--- src/rtl/bcfg_register_bank.sv ---
// bcfg_register_bank: three host-writable 16-bit BCFG registers with decoded convolution-engine fields
module bcfg_register_bank #(
  parameter logic [15:0] Bcfg1ResetValue = 16'h0001,
  parameter logic [15:0] Bcfg2ResetValue = 16'h0000,
  parameter logic [15:0] Bcfg3ResetValue = 16'h0000
) (
  input  logic        clk_i,
  input  logic        rst_i,
  input  logic        bcfg1_we_i,
  input  logic [15:0] bcfg1_data_i,
  input  logic        bcfg2_we_i,
  input  logic [15:0] bcfg2_data_i,
  input  logic        bcfg3_we_i,
  input  logic [15:0] bcfg3_data_i,
  output logic [15:0] bcfg1_o,
  output logic [15:0] bcfg2_o,
  output logic [15:0] bcfg3_o,
  output logic [11:0] engine_count_o,
  output logic [3:0]  shift_low_o,
  output logic [13:0] matrix_size_o,
  output logic [1:0]  shift_high_o,
  output logic [5:0]  shift_final_o,
  output logic [5:0]  shift_amount_o
);
  always_ff @(posedge clk_i) begin
    bcfg1_o <= !rst_i ? Bcfg1ResetValue : bcfg1_we_i ? bcfg1_data_i : bcfg1_o;
    bcfg2_o <= !rst_i ? Bcfg2ResetValue : bcfg2_we_i ? bcfg2_data_i : bcfg2_o;
    bcfg3_o <= !rst_i ? Bcfg3ResetValue : bcfg3_we_i ? bcfg3_data_i : bcfg3_o;
  end
  assign engine_count_o = bcfg1_o[11:0];
  assign shift_low_o    = bcfg1_o[15:12];
  assign matrix_size_o  = bcfg2_o[13:0];
  assign shift_high_o   = bcfg2_o[15:14];
  assign shift_final_o  = bcfg3_o[5:0];
  assign shift_amount_o = {shift_high_o, shift_low_o};
endmodule

--- config.mk ---
export PLATFORM = sky130hd
export DESIGN_NAME = bcfg_register_bank
export DESIGN_NICKNAME = d
export VERILOG_FILES = /design/src/rtl/bcfg_register_bank.sv
export SDC_FILE = /design/constraint.sdc
export NUM_CORES = 1
export LEC_CHECK = 0
export BUFFER_PORTS_ARGS = -buffer_cell sky130_fd_sc_hd__buf_4
export CAP_MARGIN = 20
export CELL_PAD_IN_SITES_DETAIL_PLACEMENT = 1
export CELL_PAD_IN_SITES_GLOBAL_PLACEMENT = 2
export CORE_MARGIN = 10
export CORE_UTILIZATION = 23
export DETAILED_ROUTE_END_ITERATION = 8
export GPL_TIMING_DRIVEN = 0
export HOLD_SLACK_MARGIN = 0.1
export PLACE_DENSITY = 0.84
export SETUP_SLACK_MARGIN = 0.3
export SLEW_MARGIN = 20
export SYNTH_ARGS = -nofsm -noshare
export SYNTH_HDL_FRONTEND = slang
export SYNTH_SLANG_ARGS = --single-unit
--- constraint.sdc ---
create_clock -name clk_i -period 0.8 [get_ports clk_i]
set_input_delay 0.04 -clock clk_i [delete_from_list [all_inputs] [get_ports clk_i]]
set_output_delay 0.04 -clock clk_i [all_outputs]
set_load 0.01 [all_outputs]
Word-level counts from Yosys, hierarchy flattened --
Cells that the tools add are included.
Word-level totals: flip-flop bits (word level) 48, latch bits 0, bits in writable memories 0, ROM bits 0, input bits 53, output and inout bits 92, logic and storage cells 3, memories kept 0
Cells by class: add/subtract/negate cells 0, $mul 0, div/mod/pow operators 0, $lt $le $gt $ge 0, equal/unequal tests 0, shifts and indexed selects 0, multiplexer cells 0, bitwise logic cells 0, reductions and logical operators 0

Longest topological paths before layout --
Gate-level depths: netlist of the first run.
word-level depth 0, depth in mapped cells 4, depth with buffers taken out 2

Least setup slack after synthesis of the first run --
No wires, ideal clock.
kind input to register, from in bcfg1_we_i, to reg bcfg1_o[0], setup time 0.124 ns, arrival 0.516 ns, required time 0.676 ns, path slack 0.160 ns, stages 4, buffers on the path 2, cells stage by stage buf_6 > buf_12 > mux2i_1 > nand2_1
RTL lines:
- start, declared | RTL line 9 | input logic bcfg1_we_i,
- end signal, assigned | RTL line 26 | bcfg1_o <= !rst_i ? Bcfg1ResetValue : bcfg1_we_i ? bcfg1_data_i : bcfg1_o;
- end, declared | RTL line 15 | output logic [15:0] bcfg1_o,

Final worst setup path of the first run --
from reg bcfg1_o[13], to out shift_amount_o[1]
RTL lines:
- end, declared | RTL line 23 | output logic [5:0] shift_amount_o
No word-level cell between the ends.

==> results of run 1 <==
## registers in the layout, summed over array words and instances (netlist names)
signal,cells
bcfg1_o,16
bcfg2_o,16
bcfg3_o,16
## layout make-up
| type | count | area (sq um) |
|---|---|---|
| Multi-Input combinational cell | 96 | 782 |
| Timing Repair Buffer | 144 | 1440 |
| Sequential cell | 48 | 1080 |
| Buffer | 55 | 638 |
| Tap cell | 129 | 161 |
| Clock buffer | 8 | 90.1 |
| Fill cell | 998 | 5050 |
## per-stage QoR
stage	total power [mW]	utilization, %	instances
after floorplan	3.40	-	199
after global placement	4.07	37.8	468
after detailed placement	4.11	37.8	468
after CTS	5.94	44.5	479
after global routing	6.18	45.3	480
final	5.83	45.3	480
## cell usage in the layout, fill, tap and decap left out
cell	count
buf_6	139
buf_4	49
mux2i_1	47
nor2b_1	47
dfxtp_2	25
dfxtp_4	23
buf_12	6
clkbuf_8	6
clkbuf_1	4
buf_2	3
mux2i_2	1
nand2_1	1
## tightest hold or removal path, cell delays in order
cell and delay [ns]:
buf_4 0.08, mux2i_1 0.06, nand2_1 0.07
## path summary, 6_finish.rpt
kind                   start                end  slack (ns)
max              bcfg1_o[13]  shift_amount_o[1]       -0.13
min          bcfg1_data_i[0]         bcfg1_o[0]       -0.01
max reg2reg       bcfg1_o[9]         bcfg1_o[9]       -0.05
min reg2reg      bcfg3_o[10]        bcfg3_o[10]        0.53
## where the power goes
group | switching, mW | internal, mW | leakage [nW]
sequential | 0.163 | 2.52 | 0.420
clock | 0.799 | 0.707 | 0.0455
combinational | 0.537 | 1.10 | 1.52
total | 1.50 | 4.33 | 1.99
## cell families (layout without fill, tap and decap cells)
family,count (synthesis),count (layout)
buffers and inverters,55,207
flip-flops,48,48
multiplexers,48,48
AND/OR/NAND/NOR,48,48
## metal layers
layer / wire length [microns] / vias up
met5: 0 / -
met3: 739 / 4
met2: 3930 / 91
met4: 41 / 0
met1: 2950 / 867
li1: - / 901
## what timing repair did
action	in CTS	in global routing
resized for setup	141	24
hold endpoints to repair	48	48
endpoints found under the setup margin	140	140
pin swaps	0	0
buffers inserted	3	1
==> results.json, run 1 <==
{
  "antenna_found_initial": 0,
  "hold_depth": 3,
  "path_class": "reg -> out",
  "cts.sinks": 48,
  "worst_slack_ns": -0.133,
  "violations": "hold timing, setup timing",
  "hold_violations": 5,
  "synth-main-ff-cell": "dfxtp_1",
  "synth_fp_nets": 252,
  "fin_crit_ns": 0.933,
  "root_buffer": "clkbuf_8",
  "cts_max_path_buffers": 2,
  "slowest_stage": "dfxtp_4",
  "path_cells": "buf_6 -> buf_6",
  "num_antenna_cells": 0,
  "top_usage_layer": "met2",
  "fp.dieH_microns": 117,
  "synth-simple-area-share_pct": 13.6,
  "netlist_area_sq_um": 2190,
  "start_kind": "flop",
  "synthToLayoutAreaGrowth_pct": 91.6,
  "hpwl_mm": 5.83,
  "grt_max_degree": 14,
  "syn_avg_cell_area_sq_um": 11.0,
  "hp-class": "in -> reg",
  "synthXorXnorAreaFrac_pct": 0,
  "crit_required_ns": 0.76,
  "synth_fa_ha_area_share_pct": 0,
  "fmax_ghz": 1.07,
  "postLayoutCellArea_sq_um": 4190,
  "synthMuxAreaShare_pct": 22.0,
  "synth_top_family_by_area": "multiplexers",
  "drc_errors": 0,
  "synthTopCellsByCount": "48 x dfxtp_1, 48 x mux2i_1, 47 x nor2b_1",
  "ir_drop_uv": 635,
  "die_w_microns": 117,
  "clk_pin_slew_ns": 0.08,
  "fin_crit_sh_pct": 117,
  "synth_edf_count": 0,
  "place_area_sq_um": 3500,
  "tns_ns": -5.63,
  "num_vias": 1863,
  "yosys-top-cells-area": "dfxtp_1 44%, mux2i_1 22%, buf_4 15%",
  "met2_usage_pct": 18.1,
  "rr_worst_depth": 4,
  "cts_tree": "built",
  "path_delay_family": "flip-flops",
  "use_met1_pct": 11.1,
  "clock_skew_ns": 0,
  "power_density_nw_per_um2": 1390,
  "place_ws_ns": 0.0742,
  "grt_pass1_vias": 2051,
  "path_max_fanout": 4,
  "synthArstFlopShare_pct": 0,
  "cp_num_cells": 2,
  "ys_seq_area_share_pct": 44.0,
  "ant_nets": 0,
  "synth.top_cell.area_share_pct": 44.0,
  "via_per_inst": 3.88,
  "cts_made_buffers": 5,
  "slew_violations": 0,
  "worst_path_largest_cell_delay_ns": 0.37,
  "layout-drive-gt1-share_pct": 71.8,
  "hold_slack_ns": -0.0147,
  "drt-initial-drc-count": 14,
  "grt_usage_pct": 10.5,
  "path_buf_inv": 2,
  "port-buffer-count": 140,
  "gp_congestion": 0.645,
  "grt.overflow.total": 0,
  "ys_seq_elements": 48,
  "synth_compound_area_share_pct": 0,
  "yosysWarnings": 0,
  "status": "finished with violations",
  "rsz0062_at_grt": "true",
  "use_met3_pct": 5.52,
  "setup.worst_path.end_class": "output pin",
  "dieArea_sq_um": 13800,
  "crit_arrival_ns": 0.89,
  "path_common_cell": "buf_6",
  "ios": 145,
  "routed_wire_length_per_instance_microns": 16.0,
  "setup_viol": 81,
  "grt_pass1_wl_mm": 11.9,
  "dr.pass1.iters": 4,
  "cts_htree_levels": 2,
  "final_nets": 403,
  "maxSlewHeadroom_pct": 76.4,
  "drt-total-wl_mm": 7.67,
  "initial_core_util_pct": 23.7,
  "power_leakage_nw": 1.99,
  "synth_cell_type_count": 9,
  "rows": 35,
  "core_sq_um": 9240,
  "synthCells": 199,
  "synth_area_leader_cell": "dfxtp_1",
  "drv_cap": 0,
  "insertion_delay_ns": 0.29,
  "worstMarginPinSlew_ns": 0.355
}
No activity file was read; power rests on OpenSTA's default activity.
==> run 2, diff against run 1 <==
--- a/config.mk
+++ b/config.mk
@@ -16,6 +16,7 @@
 export HOLD_SLACK_MARGIN = 0.1
 export PLACE_DENSITY = 0.84
 export SETUP_SLACK_MARGIN = 0.3
+export SKIP_CTS_REPAIR_TIMING = 1
 export SLEW_MARGIN = 20
 export SYNTH_ARGS = -nofsm -noshare
 export SYNTH_HDL_FRONTEND = slang
==> run 2 against run 1 <==
The flow still finishes with violations (hold timing, setup timing). Routed wire length is 0.67% lower. Count of clock-buffer cells in the layout stayed put. Maximum frequency is 0.53% higher. Via count is 0.86% lower. First-iteration DRC count is 21% lower. Critical path depth stayed put. Worst setup slack better by 0.0050 ns. Final cell count is 0.21% lower. Register-to-register slack better by 0.09 ns. Cell area is 0.60% lower. Total power is 0.25% lower. Critical path type unchanged.
==> results.json, run 2 (same netlist as run 1, synthesis figures left out) <==
{
  "grt_pass1_vias": 1947,
  "p_sw_share_pct": 25.5,
  "fin_util_pct": 45.1,
  "insertion_delay_ns": 0.29,
  "p_int_mw": 4.33,
  "die_w_microns": 117,
  "grt_usage_pct": 9.62,
  "worst_slack_ns": -0.128,
  "placedCellCount": 468,
  "layout-drive-gt1-share_pct": 72.0,
  "crit_arrival_ns": 0.89,
  "grt.overflow.total": 0,
  "hold_slack_ns": -0.0131,
  "drt-total-wl_mm": 7.62,
  "clk_pin_slew_ns": 0.08,
  "drt-initial-drc-count": 11,
  "drc_errors": 0,
  "fp.dieH_microns": 117,
  "final_nets": 402,
  "crit_required_ns": 0.76,
  "hold_violations": 4,
  "synthToLayoutAreaGrowth_pct": 90.4,
  "fmax_ghz": 1.08,
  "start_kind": "flop",
  "slew_violations": 0,
  "path_max_fanout": 4,
  "path_common_cell": "buf_6",
  "core_sq_um": 9240,
  "critPathLaunch": "bcfg1_o[13]",
  "cts_htree_levels": 2,
  "port-buffer-count": 140,
  "dr.pass1.iters": 3,
  "reg.largest.list": "bcfg1_o (16), bcfg2_o (16), bcfg3_o (16)",
  "maxSlewHeadroom_pct": 77.4,
  "final_common_cell": "buf_6",
  "cts_tree": "built",
  "seqPwrFrac_pct": 46.3,
  "drv_cap": 0,
  "dieArea_sq_um": 13800,
  "fin_crit_sh_pct": 116,
  "antenna_found_initial": 0,
  "violations": "hold timing, setup timing",
  "power_leakage_nw": 1.97,
  "slowest_stage": "dfxtp_4",
  "final_cell_mix": "136 x buf_6, 51 x buf_4, 47 x nor2b_1",
  "setup_viol": 81,
  "gp_congestion": 0.645,
  "ant_nets": 0,
  "num_vias": 1847,
  "ir_drop_uv": 611,
  "setup.worst_path.end_class": "output pin",
  "hpwl_mm": 5.83,
  "initial_core_util_pct": 23.7,
  "hp-class": "in -> reg",
  "fin_crit_ns": 0.928,
  "power_density_nw_per_um2": 1400,
  "num_antenna_cells": 0,
  "worst_path_largest_cell_delay_ns": 0.38,
  "via_per_inst": 3.86,
  "min_from": "bcfg1_data_i[0]",
  "rows": 35,
  "grt_max_degree": 14,
  "cts_max_path_buffers": 2,
  "path_class": "reg -> out",
  "status": "finished with violations",
  "grt_pass1_wl_mm": 11.0,
  "pwr-share-clk_pct": 25.7,
  "clock_skew_ns": 0,
  "fin_cells": 479,
  "root_buffer": "clkbuf_8",
  "cts.sinks": 48,
  "tns_ns": -5.48,
  "power_frac_comb_pct": 28.1,
  "path_cells": "buf_6 -> buf_6",
  "worstMarginPinSlew_ns": 0.339,
  "p_sw_mw": 1.48,
  "total_power_mw": 5.82,
  "regToRegStartpoint": "bcfg2_o[3]",
  "fillers": 1001,
  "ios": 145,
  "cts_made_buffers": 5,
  "routed_wire_length_per_instance_microns": 15.9,
  "rsz0062_at_grt": "true"
}
## run 2: cell count changes in the layout (fill, tap and decap cells not counted), sizes merged
cell  previous run  this run
buf            197       196
## run 2: critical path: cells and delay by family, from the launching register on
family	cells	cell delay [ns]
buf+inv	2	0.22
flops	1	0.38
## run 2: routing by layer
layer	wire (microns)	GRT usage (%)	share of wire, %
met3	744	5.32	9.8
met1	2940	10.5	39
met5	0	0	0
met4	40	1.85	0.53
met2	3890	16.2	51
## run 2: power by group through the flow
stage	Clock (mW)	Sequential [mW]	Combinational (mW)
global route	1.69	2.72	1.76
detailed placement	0	2.73	1.39
floorplan	0	2.78	0.623
CTS	1.58	2.67	1.39
global placement	0	2.72	1.35
finish	1.49	2.69	1.63
## run 2: metrics by stage
step / cell area [sq um] / setup WS (ns)
after detailed placement: 3500 / 0.0742
after global placement: 3500 / 0.0894
after CTS: 3590 / -0.163
after floorplan: 2280 / 0.184
after global routing: 4160 / -0.170
final: 4160 / -0.128
## run 2: cell type report
class / count / area [sq um] / share of cell area, %
Tap cell: 129 / 161 / 3.88
Timing Repair Buffer: 143 / 1420 / 34.1
Buffer: 55 / 638 / 15.3
Sequential cell: 48 / 1070 / 25.7
Multi-Input combinational cell: 96 / 786 / 18.9
Clock buffer: 8 / 90.1 / 2.16
## run 2: final timing paths
check                      endpoint  slack [ns]  cells after the start
setup / recovery  shift_amount_o[1]       -0.13                      2
hold / removal           bcfg1_o[0]       -0.01                      3
setup reg to reg         bcfg2_o[3]        0.04                      3
hold reg to reg         bcfg3_o[10]        0.53                      2
